==> config.mk <==
export PLATFORM = sky130hd
export DESIGN_NAME = change_dispenser
export DESIGN_NICKNAME = d
export VERILOG_FILES = /design/src/rtl/change_dispenser.sv
export SDC_FILE = /design/constraint.sdc
export NUM_CORES = 1
export LEC_CHECK = 0
export ABC_AREA = 0
export BUFFER_PORTS_ARGS = -buffer_cell sky130_fd_sc_hd__clkbuf_2
export CORE_MARGIN = 3
export CORE_UTILIZATION = 55
export DETAILED_ROUTE_END_ITERATION = 8
export HOLD_SLACK_MARGIN = 0.06
export PLACE_DENSITY = 0.77
export RECOVER_POWER = 100
export SLEW_MARGIN = 20
export SYNTH_ARGS = -nofsm -noshare
export SYNTH_HDL_FRONTEND = slang
export SYNTH_SLANG_ARGS = --single-unit
==> constraint.sdc <==
create_clock -name clk -period 2.9 [get_ports clk]
set_input_delay 0.435 -clock clk [delete_from_list [all_inputs] [get_ports clk]]
set_output_delay 0.435 -clock clk [all_outputs]
set_load 0.02 [all_outputs]
==> src/rtl/change_dispenser.sv <==
`default_nettype none
// +----------------------------------------------------------------------------+
// | change_dispenser : pays out Rs5/Rs10 change codes over two coin hoppers    |
// | Revision 1.0                                                               |
// +----------------------------------------------------------------------------+
module change_dispenser #(
  parameter int CNT_W       = 8,
  parameter int INIT_5      = 20,
  parameter int INIT_10     = 10,
  parameter int REFILL_AMT  = 10,
  parameter int ACK_TIMEOUT = 15
) (
  input  logic             clk,
  input  logic             rst,
  input  logic [1:0]       change,
  input  logic             refill5,
  input  logic             refill10,
  input  logic             disp5_ack,
  input  logic             disp10_ack,
  output logic             disp5_req,
  output logic             disp10_req,
  output logic             busy,
  output logic             done,
  output logic             short,
  output logic             overflow,
  output logic             jam,
  output logic [CNT_W-1:0] cnt5,
  output logic [CNT_W-1:0] cnt10
);

  localparam logic [2:0] c_IDLE = 3'd0;
  localparam logic [2:0] c_D10  = 3'd1;
  localparam logic [2:0] c_D5A  = 3'd2;
  localparam logic [2:0] c_GAP  = 3'd3;
  localparam logic [2:0] c_D5B  = 3'd4;
  localparam logic [2:0] c_DONE = 3'd5;
  localparam logic [2:0] c_JAM  = 3'd6;

  localparam int          c_TMO_W    = $clog2(ACK_TIMEOUT + 1);
  localparam logic [31:0] c_CNT_MAX  = 32'((64'd1 << CNT_W) - 64'd1);

  logic [2:0]         r_state, w_next_state;
  logic [c_TMO_W-1:0] r_tmo;
  logic               r_pend_vld, r_pend_is10;
  logic               r_short, r_overflow;
  logic [CNT_W-1:0]   r_cnt5, r_cnt10;

  logic       w_new_req, w_plan_vld, w_plan_is10, w_plan_short, w_tmo_hit;
  logic       w_in_disp, w_dec5, w_dec10;
  logic [2:0] w_plan_tgt;

  assign w_new_req = (change == 2'b01) || (change == 2'b10);
  assign w_in_disp = (r_state == c_D10) || (r_state == c_D5A) || (r_state == c_D5B);
  assign w_tmo_hit = (r_tmo == c_TMO_W'(ACK_TIMEOUT - 1));

  // A waiting request always has priority over the one arriving this edge.
  assign w_plan_vld  = (r_state == c_IDLE) && (r_pend_vld || w_new_req);
  assign w_plan_is10 = r_pend_vld ? r_pend_is10 : change[1];

  always_comb begin
    w_plan_tgt   = c_IDLE;
    w_plan_short = 1'b0;
    if (w_plan_is10) begin
      if (r_cnt10 != '0)                     w_plan_tgt = c_D10;
      else if (r_cnt5 >= CNT_W'(2))          w_plan_tgt = c_D5A;
      else                                   w_plan_short = 1'b1;
    end else begin
      if (r_cnt5 != '0)                      w_plan_tgt = c_D5B;
      else                                   w_plan_short = 1'b1;
    end
  end

  always_ff @(posedge clk or posedge rst) begin
    if (rst) r_state <= c_IDLE;
    else     r_state <= w_next_state;
  end

  always_comb begin
    w_next_state = r_state;
    case (r_state)
      c_IDLE:  if (w_plan_vld && !w_plan_short) w_next_state = w_plan_tgt;
      c_D10:   if (disp10_ack)     w_next_state = c_DONE;
               else if (w_tmo_hit) w_next_state = c_JAM;
      c_D5A:   if (disp5_ack)      w_next_state = c_GAP;
               else if (w_tmo_hit) w_next_state = c_JAM;
      c_GAP:   w_next_state = c_D5B;
      c_D5B:   if (disp5_ack)      w_next_state = c_DONE;
               else if (w_tmo_hit) w_next_state = c_JAM;
      c_DONE:  w_next_state = c_IDLE;
      c_JAM:   w_next_state = c_JAM;
      default: w_next_state = c_IDLE;
    endcase
  end

  always_comb begin
    disp10_req = (r_state == c_D10);
    disp5_req  = (r_state == c_D5A) || (r_state == c_D5B);
    busy       = (r_state != c_IDLE);
    done       = (r_state == c_DONE);
    jam        = (r_state == c_JAM);
  end

  // Timer restarts on every entry into a dispense state, including GAP->D5B.
  always_ff @(posedge clk or posedge rst) begin
    if (rst)                                      r_tmo <= '0;
    else if (w_in_disp && w_next_state == r_state) r_tmo <= r_tmo + 1'b1;
    else                                          r_tmo <= '0;
  end

  always_ff @(posedge clk or posedge rst) begin
    if (rst) begin
      r_pend_vld  <= 1'b0;
      r_pend_is10 <= 1'b0;
      r_short     <= 1'b0;
      r_overflow  <= 1'b0;
    end else begin
      r_short    <= (w_plan_vld && w_plan_short) || (r_state == c_JAM && w_new_req);
      r_overflow <= (r_state != c_IDLE) && (r_state != c_JAM) && w_new_req && r_pend_vld;
      if (r_state == c_JAM || w_next_state == c_JAM) begin
        r_pend_vld <= 1'b0;
      end else if (r_state == c_IDLE) begin
        // Slot frees as the pending request is planned; a new arrival refills it.
        if (r_pend_vld) begin
          r_pend_vld  <= w_new_req;
          r_pend_is10 <= change[1];
        end
      end else if (w_new_req && !r_pend_vld) begin
        r_pend_vld  <= 1'b1;
        r_pend_is10 <= change[1];
      end
    end
  end

  function automatic logic [CNT_W-1:0] f_next_cnt(input logic [CNT_W-1:0] cnt,
                                                 input logic refill, input logic dec);
    logic [31:0] sum;
    sum = 32'(cnt) + (refill ? 32'(REFILL_AMT) : 32'd0);
    if (dec && sum != 32'd0) sum = sum - 32'd1;
    if (sum > c_CNT_MAX)     sum = c_CNT_MAX;
    return sum[CNT_W-1:0];
  endfunction

  assign w_dec5  = disp5_ack && disp5_req;
  assign w_dec10 = disp10_ack && disp10_req;

  always_ff @(posedge clk or posedge rst) begin
    if (rst) begin
      r_cnt5  <= CNT_W'(INIT_5);
      r_cnt10 <= CNT_W'(INIT_10);
    end else begin
      r_cnt5  <= f_next_cnt(r_cnt5, refill5, w_dec5);
      r_cnt10 <= f_next_cnt(r_cnt10, refill10, w_dec10);
    end
  end

  assign short    = r_short;
  assign overflow = r_overflow;
  assign cnt5     = r_cnt5;
  assign cnt10    = r_cnt10;

endmodule
`default_nettype wire
==> results of run 1 <==
[sequential cells by signal, summed over array words and instances (netlist names)]
signal / flops
cnt10: 8
cnt5: 8
r_tmo: 4
r_state: 3
overflow: 1
r_pend_is10: 1
r_pend_vld: 1
short: 1
[final timing paths]
kind                       startpoint          end
setup reg to reg             cnt10[3]     cnt10[7]
setup / recovery             cnt10[3]     cnt10[7]
hold reg to reg              r_tmo[0]     r_tmo[0]
max in group asynchronous         rst     r_tmo[0]
min in group clk            change[1]  r_pend_is10
hold / removal                    rst     cnt10[5]
[cells in the final DEF, fill, tap and decap left out, drive strengths merged, types with 6 or more instances in the layout]
master / netlist / routed
and3: 8 / 8
xor2: 14 / 14
a21oi: 14 / 14
xnor2: 9 / 9
nor2b: 6 / 6
ha: 12 / 12
nand3: 11 / 11
inv: 10 / 9
clkbuf: 6 / 34
o21ai: 11 / 11
dfrtp: 23 / 23
nand2: 27 / 27
nor3b: 6 / 6
nor2: 20 / 20
[power breakdown]
group	leakage [uW]	internal, uW	switching [uW]
clock	0.0000217	97.9	126
sequential	0.000318	552	252
combinational	0.000690	619	910
total	0.00103	1270	1290
[metrics by stage]
step / utilization / hold slack (ns) / instances
floorplan: - / 0.454 / 250
global placement: 0.634 / 0.477 / 323
detailed placement: 0.634 / 0.487 / 323
CTS: 0.647 / 0.399 / 327
global route: 0.641 / 0.265 / 327
finish: 0.641 / 0.232 / 327
[logic make-up (layout without fill, tap and decap cells)]
kind of cell,after synthesis,in the layout,synth area share
simple gates,107,107,0.271
compound gates,57,57,0.193
flops,27,27,0.316
xor+xnor,23,23,0.0936
buf+inv,20,49,0.0372
fa+ha+maj,12,12,0.0698
mux,4,4,0.0192
[metal layers]
| metal | up-vias | GRT usage | part of all wire |
|---|---|---|---|
| met5 | - | 0 | 0 |
| met4 | 0 | 0.0546 | 0.011 |
| met3 | 5 | 0.0340 | 0.036 |
| met2 | 34 | 0.336 | 0.47 |
| met1 | 881 | 0.287 | 0.48 |
| li1 | 960 | - | - |
[worst max-delay path: cells and delay by family, from the launching register on]
kind	cells	cell delay [ns]
DFF	1	0.56
muxes	1	0.13
adders and majority gates	1	0.30
AOI/OAI and AO/OA	4	1.08
and+or+nand+nor	1	0.51
[area by class of cell]
cell class              instances  share of cell area
clock inverters                 1             0.00315
multi-input cells             203               0.584
well taps                      48              0.0252
flip-flops and latches         27               0.286
clock buffers                   3              0.0173
inverters                      10              0.0158
repair buffers                 35              0.0688
==> qor.log, run 1 <==
qor: status.outcome finished, final reports clean
qor: logic_synthesis.synth_top_cells_by_area sky130_fd_sc_hd__dfrtp_1 27%, sky130_fd_sc_hd__ha_1 7.0%, sky130_fd_sc_hd__xor2_1 5.7%
qor: cells_and_area.sequential_cell_area 681 um^2
qor: logic_synthesis.synth.yosys.warnings 0
qor: routing.route.detailed.vias_per_inst 5.75
qor: routing.via_count 1880
qor: logic_synthesis.yosys.cell_count.top_type sky130_fd_sc_hd__nand2_1
qor: logic_synthesis.syn_area 2150 um^2
qor: routing.routed_wire_length 4.57 mm
qor: logic_synthesis.synth_top_cell_area_share 0.267
qor: cts.cts_inserted_buffers 3
qor: cells_and_area.syn_to_final_growth 10.7%
qor: placed_design.placement.setup.worst_slack 0.118 ns
qor: sta.setup_repair_after_global_routing_missed_its_margin false
qor: cells_and_area.design.final.nets 300
qor: cells_and_area.post_route_cells_drive_above_1_share 0.122
qor: power_and_ir_drop.p_per_area 1070 nW/um^2
qor: logic_synthesis.synthCells 250
qor: grt.grt_antenna_before_repair 0
qor: logic_synthesis.synth_seq_area_share 0.316
qor: cts.cts-root-to-sink-buffers 2
qor: logic_synthesis.yosys.cell_types.count 53
qor: worst_setup_path.type_of_element_capturing_the_critical_path register
qor: sta.setup_slack 0.202 ns
qor: routing.avgRoutedWirePerCell 14.0 um
qor: job.number_of_max_capacitance_violations_reported 0
qor: worst_setup_path.timing.setup.critical_path_class register to register
qor: worst_setup_path.worstPathRequired 3.06 ns
qor: routing.route.antenna.remaining_nets 0
qor: placed_design.post_dp_cell_area 2360 um^2
qor: logic_synthesis.ys_dominant_reg_cell sky130_fd_sc_hd__dfrtp_1
qor: cts.path_clk_slew 0.10 ns
qor: routing.remaining_drc_errors 0
qor: grt.maximum_number_of_pins_on_one_net_before_global_route_repair 28
qor: cells_and_area.post_layout_inst_area 2380 um^2
qor: placed_design.finalWeightedCongestion 0.890
qor: cts.tritoncts yes
qor: logic_synthesis.postSynthRegisterBits 27
qor: die.floorplan.rows 22
qor: sta.relSlewSlack 0.339
qor: cells_and_area.antenna_cells_inserted 0
qor: sta.drv_slew 0
qor: logic_synthesis.synth.cells.most_frequent 27 x sky130_fd_sc_hd__nand2_1, 23 x sky130_fd_sc_hd__dfrtp_1, 20 x sky130_fd_sc_hd__nor2_1, 14 x sky130_fd_sc_hd__a21oi_1, 14 x sky130_fd_sc_hd__xor2_1
qor: worst_setup_path.cp_cell_sequence ha_1 > a21o_2 > a2111oi_1 > o21bai_2 > a2111oi_4 > mux2i_1 > or4b_1
qor: die.core_area 3720 um^2
qor: cells_and_area.multi_input_logic_area 1390 um^2
qor: power_and_ir_drop.total_leakage_power 0.00103 uW
qor: worst_setup_path.startpoint_type register
qor: grt.globalRouteTotalUtil 0.208
qor: worst_setup_path.r2r_depth 7
qor: die.floorplan.initialDensity 0.579
qor: hold_path.hp-class primary input to async pin
qor: die.die_x 68.6 um
qor: logic_synthesis.syn_avg_cell_area 8.61 um^2
qor: grt.grt_first_pass_wirelength 7.44 mm
qor: placed_design.hpwl_after_dpl 3.47 mm
qor: sta.setup-tns-final 0 ns
qor: sta.min_period_over_period 0.930
qor: cts.clock_latency 0.28 ns
qor: cts.tritoncts_num_sinks 27
qor: cts.cts_hold_buf 0
qor: routing.drt-initial-drc-count 160
qor: grt.grt_overflow 0
qor: grt.number_of_global_route_vias_before_repair 1663
qor: sta.finalHoldViolations 0
qor: cts.cts-htree-levels 1
qor: routing.drtPass1Iterations 4
qor: die.die_area 4700 um^2
qor: logic_synthesis.synth_enable_flop_cells 0
qor: sta.period_minus_slack 2.70 ns
qor: logic_synthesis.netlist.top_cell.by_area sky130_fd_sc_hd__dfrtp_1
qor: die.dieHeight 68.6 um
qor: cells_and_area.final.fill_count 349
qor: worst_setup_path.cp_slowest_stage_delay 0.56 ns
qor: cts.cts_post_setup_buffers_inserted 0
qor: cts.postCtsResizedCells 0
qor: worst_setup_path.worst_ep_arrival_time 2.86 ns
qor: logic_synthesis.ys_async_sr_fraction 1.00
qor: placed_design.port_buffers 30
qor: sta.tightestPinTransition 0.986 ns
qor: worst_setup_path.crit_path_max_fanout 7
qor: worst_setup_path.cp_slowest_cell sky130_fd_sc_hd__dfstp_2
qor: power_and_ir_drop.power 2560 uW
qor: sta.max_freq 0.371 GHz
qor: cts.library_cell_used_as_clock_root_buffer sky130_fd_sc_hd__clkbuf_8
qor: worst_setup_path.setup.reg_to_reg.worst_slack 0.20 ns
qor: power_and_ir_drop.vdd_drop_max 0.533 mV
qor: die.ioPinCount 31
qor: logic_synthesis.synth_fp_nets 270
qor: sta.setup-violations-final 0
qor: sta.clock_skew 0.00184 ns
Power figures use the tool's default switching activity.
==> inputs of run 2 (changes only) <==
--- a/config.mk
+++ b/config.mk
@@ -9,10 +9,12 @@
 export BUFFER_PORTS_ARGS = -buffer_cell sky130_fd_sc_hd__clkbuf_2
 export CORE_MARGIN = 3
 export CORE_UTILIZATION = 55
+export CTS_BUF_LIST = sky130_fd_sc_hd__clkbuf_8 sky130_fd_sc_hd__clkbuf_16
 export DETAILED_ROUTE_END_ITERATION = 8
 export HOLD_SLACK_MARGIN = 0.06
 export PLACE_DENSITY = 0.77
 export RECOVER_POWER = 100
+export SETUP_SLACK_MARGIN = 0.4
 export SLEW_MARGIN = 20
 export SYNTH_ARGS = -nofsm -noshare
 export SYNTH_HDL_FRONTEND = slang
==> qor.log, run 2 (synthesized netlist as in run 1, its figures left out) <==
qor: status.outcome finished, final reports clean
qor: sta.setup-violations-final 0 [unchanged]
qor: placed_design.dp_cells 319 [-1.2%]
qor: cells_and_area.post_route_cells_drive_above_1_share 0.167 [+0.0448]
qor: sta.tightestPinTransition 1.07 ns [+0.0856 ns]
qor: placed_design.finalWeightedCongestion 0.909 [+2.2%]
qor: power_and_ir_drop.vdd_drop_max 0.790 mV [+48%]
qor: grt.grt_first_pass_wirelength 8.40 mm [+13%]
qor: cells_and_area.final_cell_mix 27 x sky130_fd_sc_hd__nand2_1, 23 x sky130_fd_sc_hd__dfrtp_1, 19 x sky130_fd_sc_hd__nor2_1, 19 x sky130_fd_sc_hd__clkbuf_1, 14 x sky130_fd_sc_hd__a21oi_1
qor: routing.avgRoutedWirePerCell 14.9 um [+7.0%]
qor: die.die_area 4700 um^2 [unchanged]
qor: power_and_ir_drop.p_switching 1400 uW [+8.5%]
qor: power_and_ir_drop.power 2770 uW [+8.5%]
qor: cts.library_cell_used_as_clock_root_buffer sky130_fd_sc_hd__clkbuf_8
qor: cells_and_area.antenna_cells_inserted 0 [unchanged]
qor: hold_path.hp-class primary input to async pin
qor: power_and_ir_drop.total_leakage_power 0.00106 uW [+3.1%]
qor: grt.grt_overflow 0 [unchanged]
qor: cts.cts_hold_buf 0 [unchanged]
qor: die.dieHeight 68.6 um [unchanged]
qor: routing.drt-initial-drc-count 196 [+23%]
qor: die.floorplan.initialDensity 0.579 [unchanged]
qor: routing.drtPass1Iterations 4 [unchanged]
qor: placed_design.port_buffers 30 [unchanged]
qor: die.core_area 3720 um^2 [unchanged]
qor: routing.via_count 1944 [+3.4%]
qor: cts.tritoncts yes
qor: worst_setup_path.crit_path_max_fanout 5 [-2]
qor: die.floorplan.rows 22 [unchanged]
qor: sta.setup-tns-final 0 ns [unchanged]
qor: cells_and_area.design.final.nets 303 [+1.0%]
qor: grt.number_of_global_route_vias_before_repair 1810 [+8.8%]
qor: sta.clock_skew 0.00394 ns [+0.00210 ns]
qor: sta.period_minus_slack 2.58 ns [-0.113 ns]
qor: sta.drv_slew 0 [unchanged]
qor: cts.clock_latency 0.27 ns [about the same]
qor: routing.route.detailed.vias_per_inst 5.89 [+2.5%]
qor: worst_setup_path.timing.setup.critical_path_class register to register
qor: routing.route.antenna.remaining_nets 0 [unchanged]
qor: cells_and_area.syn_to_final_growth 17.8%
qor: cts.cts_inserted_buffers 3 [unchanged]
qor: worst_setup_path.worstPathRequired 3.07 ns [about the same]
qor: cts.path_clk_slew 0.10 ns [about the same]
qor: sta.finalHoldViolations 0 [unchanged]
qor: routing.routed_wire_length 4.93 mm [+8.0%]
qor: cts.cts-htree-levels 1 [unchanged]
qor: sta.setup_repair_after_global_routing_missed_its_margin true
qor: cells_and_area.layout.cells.most_common sky130_fd_sc_hd__nand2_1
qor: worst_setup_path.type_of_element_capturing_the_critical_path register
qor: sta.timing.hold.ws 0.397 ns [+0.164 ns]
qor: power_and_ir_drop.comb_power_share 0.618 [+0.020]
qor: placed_design.hpwl_after_dpl 3.64 mm [+4.8%]
qor: power_and_ir_drop.power_switching_share 0.504 [about the same]
qor: cells_and_area.post_layout_inst_area 2530 um^2 [+6.4%]
qor: die.die_x 68.6 um [unchanged]
qor: cts.tritoncts_num_sinks 27 [unchanged]
qor: power_and_ir_drop.share_seq_of_total_power 0.302 [-0.013]
qor: worst_setup_path.startpoint_type register
qor: grt.grt_antenna_before_repair 0 [unchanged]
qor: sta.relSlewSlack 0.285 [-0.0538]
qor: grt.maximum_number_of_pins_on_one_net_before_global_route_repair 28 [unchanged]
qor: cells_and_area.post_route_insts_no_fill 330 [+0.92%]
qor: worst_setup_path.worst_ep_arrival_time 2.75 ns [-0.11 ns]
qor: power_and_ir_drop.p_per_area 1090 nW/um^2 [+2.0%]
qor: placed_design.post_dp_cell_area 2430 um^2 [+3.2%]
qor: routing.remaining_drc_errors 0 [unchanged]
qor: die.ioPinCount 31 [unchanged]
qor: sta.min_period_over_period 0.891 [-0.0390]
qor: sta.max_freq 0.387 GHz [+4.4%]
qor: cts.cts-root-to-sink-buffers 2 [unchanged]
qor: grt.globalRouteTotalUtil 0.234 [+0.0266]
qor: power_and_ir_drop.power_frac_clock 0.079 [-0.009]
qor: power_and_ir_drop.p_int 1380 uW [+8.5%]
qor: job.number_of_max_capacitance_violations_reported 0 [unchanged]
## run 2: changes by cell type in the layout (fill, tap and decap cells not counted), sizes merged
| cell | change |
|---|---|
| buf | +2 |
| clkbuf | +1 |
| clkinv | -1 |
| inv | +1 |
## run 2: area by class of cell
class,count,area [um^2]
inverters,10,37.5
flip-flops and latches,27,681
fillers,319,1180
repair buffers,38,185
multi-input cells,203,1520
clock inverters,1,7.51
well taps,48,60.1
clock buffers,3,41.3
## run 2: final timing paths
check	start	to	slack, ns	cells after the start
setup / recovery	cnt10[1]	cnt10[0]	0.32	9
hold / removal	rst	r_tmo[0]	0.40	2
setup reg to reg	cnt10[1]	cnt10[0]	0.32	9
hold reg to reg	r_tmo[0]	r_tmo[0]	0.50	1
max in group asynchronous	rst	cnt5[7]	1.86	2
min in group clk	change[1]	r_pend_is10	0.43	2
## run 2: worst max-delay path, stage by stage (launching register included)
cell and delay, ns:
sky130_fd_sc_hd__dfstp_1 0.59, sky130_fd_sc_hd__ha_4 0.17, sky130_fd_sc_hd__ha_4 0.17, sky130_fd_sc_hd__and2_0 0.19
sky130_fd_sc_hd__a21oi_1 0.08, sky130_fd_sc_hd__o31a_1 0.34, sky130_fd_sc_hd__o31ai_1 0.36, sky130_fd_sc_hd__o31a_1 0.28
sky130_fd_sc_hd__clkbuf_1 0.22, sky130_fd_sc_hd__nand2_1 0.07
## run 2: per-layer routing
metal | track usage | vias to the layer above | routed length (um)
met3 | 0.0373 | 6 | 167
met2 | 0.384 | 42 | 2390
li1 | - | 978 | -
met1 | 0.319 | 918 | 2320
met4 | 0.0645 | 0 | 54
met5 | 0 | - | 0
## run 2: what timing repair did
item	in CTS	in global routing
pin swaps	3	2
gates resized for setup	4	5
endpoints found under the setup margin	1	11
buffers inserted	6	1
## run 2: power by group through the flow
stage	sequential, uW	combinational, uW	clock (uW)
after floorplan	837	1290	0
after global placement	842	1650	0
after detailed placement	851	1660	0
after CTS	843	1740	232
after global routing	870	1920	246
final	839	1720	220
## run 2: metrics by stage
step	util	setup slack [ns]
final	0.682	0.315
after global routing	0.682	0.172
after CTS	0.687	0.406
after detailed placement	0.655	0.240
after global placement	0.655	0.338
after floorplan	-	0.420
==> inputs of run 3 (changes only) <==
--- a/config.mk
+++ b/config.mk
@@ -13,7 +13,6 @@
 export DETAILED_ROUTE_END_ITERATION = 8
 export HOLD_SLACK_MARGIN = 0.06
 export PLACE_DENSITY = 0.77
-export RECOVER_POWER = 100
 export SETUP_SLACK_MARGIN = 0.4
 export SLEW_MARGIN = 20
 export SYNTH_ARGS = -nofsm -noshare
==> qor.log, run 3 (synthesized netlist as in run 1, its figures left out) <==
qor: status.outcome finished, final reports clean
qor: die.floorplan.rows 22 [unchanged]
qor: routing.routed_wire_length 4.95 mm [+0.39%]
qor: worst_setup_path.r2r_depth 8 [-1]
qor: worst_setup_path.crit_path_max_fanout 5 [unchanged]
qor: die.die_x 68.6 um [unchanged]
qor: cells_and_area.post_route_insts_no_fill 330 [unchanged]
qor: power_and_ir_drop.p_per_area 1100 nW/um^2 [+0.16%]
qor: cells_and_area.layout.cells.most_common sky130_fd_sc_hd__clkbuf_2
qor: sta.tightestPinTransition 0.598 ns [-0.474 ns]
qor: die.ioPinCount 31 [unchanged]
qor: routing.route.antenna.remaining_nets 0 [unchanged]
qor: cts.library_cell_used_as_clock_root_buffer sky130_fd_sc_hd__clkbuf_8
qor: cells_and_area.design.final.nets 303 [unchanged]
qor: cts.cts-root-to-sink-buffers 2 [unchanged]
qor: placed_design.dp_cells 319 [unchanged]
qor: worst_setup_path.worst_ep_arrival_time 2.67 ns [-0.08 ns]
qor: power_and_ir_drop.share_seq_of_total_power 0.301 [about the same]
qor: grt.maximum_number_of_pins_on_one_net_before_global_route_repair 28 [unchanged]
qor: grt.number_of_global_route_vias_before_repair 1810 [unchanged]
qor: routing.avgRoutedWirePerCell 15.0 um [+0.39%]
qor: cts.cts_hold_buf 0 [unchanged]
qor: cells_and_area.post_route_cells_drive_above_1_share 0.262 [+0.0957]
qor: power_and_ir_drop.vdd_drop_max 0.802 mV [+1.4%]
qor: routing.drt-initial-drc-count 172 [-12%]
qor: worst_setup_path.startpoint_type register
qor: placed_design.port_buffers 30 [unchanged]
qor: grt.globalRouteTotalUtil 0.234 [unchanged]
qor: die.floorplan.initialDensity 0.579 [unchanged]
qor: sta.finalHoldViolations 0 [unchanged]
qor: grt.grt_antenna_before_repair 0 [unchanged]
qor: die.core_area 3720 um^2 [unchanged]
qor: cells_and_area.final_cell_mix 30 x sky130_fd_sc_hd__clkbuf_2, 27 x sky130_fd_sc_hd__nand2_1, 22 x sky130_fd_sc_hd__dfrtp_1, 19 x sky130_fd_sc_hd__nor2_1, 14 x sky130_fd_sc_hd__a21oi_1
qor: routing.via_count 1938 [-0.31%]
qor: worst_setup_path.type_of_element_capturing_the_critical_path register
qor: worst_setup_path.worstPathRequired 3.05 ns [-0.02 ns]
qor: power_and_ir_drop.power_frac_clock 0.078 [about the same]
qor: die.die_area 4700 um^2 [unchanged]
qor: sta.setup_slack 0.379 ns [+0.0631 ns]
qor: sta.setup-tns-final 0 ns [unchanged]
qor: grt.grt_overflow 0 [unchanged]
qor: power_and_ir_drop.p_switching 1410 uW [+0.74%]
qor: cts.tritoncts yes
qor: placed_design.placement.setup.worst_slack 0.240 ns [unchanged]
qor: power_and_ir_drop.power_switching_share 0.497 [-0.00639]
qor: cts.cts-htree-levels 1 [unchanged]
qor: worst_setup_path.timing.setup.critical_path_class register to register
qor: die.dieHeight 68.6 um [unchanged]
qor: sta.setup_repair_after_global_routing_missed_its_margin true
qor: sta.min_period_over_period 0.869 [-0.0218]
qor: sta.setup-violations-final 0 [unchanged]
qor: power_and_ir_drop.p_int 1420 uW [+3.4%]
qor: placed_design.finalWeightedCongestion 0.909 [unchanged]
qor: cells_and_area.antenna_cells_inserted 0 [unchanged]
qor: placed_design.hpwl_after_dpl 3.64 mm [unchanged]
qor: cts.path_clk_slew 0.10 ns [about the same]
qor: power_and_ir_drop.power 2830 uW [+2.0%]
qor: cts.cts_inserted_buffers 3 [unchanged]
qor: sta.max_freq 0.397 GHz [+2.5%]
qor: power_and_ir_drop.total_leakage_power 0.00113 uW [+5.9%]
qor: sta.clock_skew 0.00328 ns [-0.000664 ns]
qor: cts.tritoncts_num_sinks 27 [unchanged]
qor: sta.period_minus_slack 2.52 ns [-0.0631 ns]
qor: sta.drv_slew 0 [unchanged]
qor: sta.timing.hold.ws 0.203 ns [-0.194 ns]
qor: cells_and_area.syn_to_final_growth 20.0%
qor: job.number_of_max_capacitance_violations_reported 0 [unchanged]
qor: routing.remaining_drc_errors 0 [unchanged]
qor: routing.drtPass1Iterations 4 [unchanged]
qor: routing.route.detailed.vias_per_inst 5.87 [-0.31%]
qor: grt.grt_first_pass_wirelength 8.40 mm [unchanged]
qor: sta.relSlewSlack 0.601 [+0.316]
qor: power_and_ir_drop.comb_power_share 0.621 [+0.003]
qor: hold_path.hp-class primary input to async pin
qor: cts.clock_latency 0.27 ns [about the same]
==> run 3: worst max-delay path, cell delays in order, from the launching register on <==
cell and delay, ns:
sky130_fd_sc_hd__dfstp_2 0.57, sky130_fd_sc_hd__ha_4 0.15, sky130_fd_sc_hd__ha_4 0.17, sky130_fd_sc_hd__and4bb_2 0.24, sky130_fd_sc_hd__a41oi_2 0.14, sky130_fd_sc_hd__o31a_1 0.34, sky130_fd_sc_hd__nor2_2 0.07, sky130_fd_sc_hd__and3_1 0.18
sky130_fd_sc_hd__or4b_1 0.53
==> run 3: area by class of cell <==
class                      count  area [um^2]
fill                         295         1130
sequential                    27          682
tap                           48         60.1
clock inverter                 1         7.51
clock buffer                   3         41.3
timing repair buffer          38          214
multi-input combinational    203         1540
inverter                      10         37.5
==> run 3: stage by stage <==
stage	util	instance area, um^2
global placement	0.655	2430
CTS	0.687	2550
finish	0.695	2580
detailed placement	0.655	2430
floorplan	-	2260
global route	0.695	2580
==> run 3: worst paths after layout <==
kind                            startpoint           to  slack (ns)
worst max-delay path              cnt10[1]     cnt10[7]        0.38
worst min-delay path                   rst     r_tmo[0]        0.20
worst max register to register    cnt10[1]     cnt10[7]        0.38
worst min register to register    r_tmo[0]     r_tmo[0]        0.50
max in group asynchronous              rst     cnt10[4]        2.27
min in group clk                 change[1]  r_pend_is10        0.43
==> run 3: repair_timing <==
action | 4_1_cts | 5_1_grt
setup buffers | 6 | 1
pin swaps | 3 | 2
gates resized for setup | 4 | 5
setup endpoints to repair | 1 | 11
==> run 3: power by group through the flow <==
stage	combinational [uW]	sequential [uW]	clock (uW)
2_1_floorplan	1290	837	0
3_3_place_gp	1650	842	0
3_5_place_dp	1660	851	0
4_1_cts	1740	843	232
5_1_grt	1960	882	246
6_report	1760	852	220
==> run 3: layer usage <==
layer / wire length (um) / part of all wire / global-route usage
met1: 2360 / 0.48 / 0.319
met5: 0 / 0 / 0
met2: 2380 / 0.48 / 0.384
met4: 46 / 0.0093 / 0.0645
met3: 167 / 0.034 / 0.0373
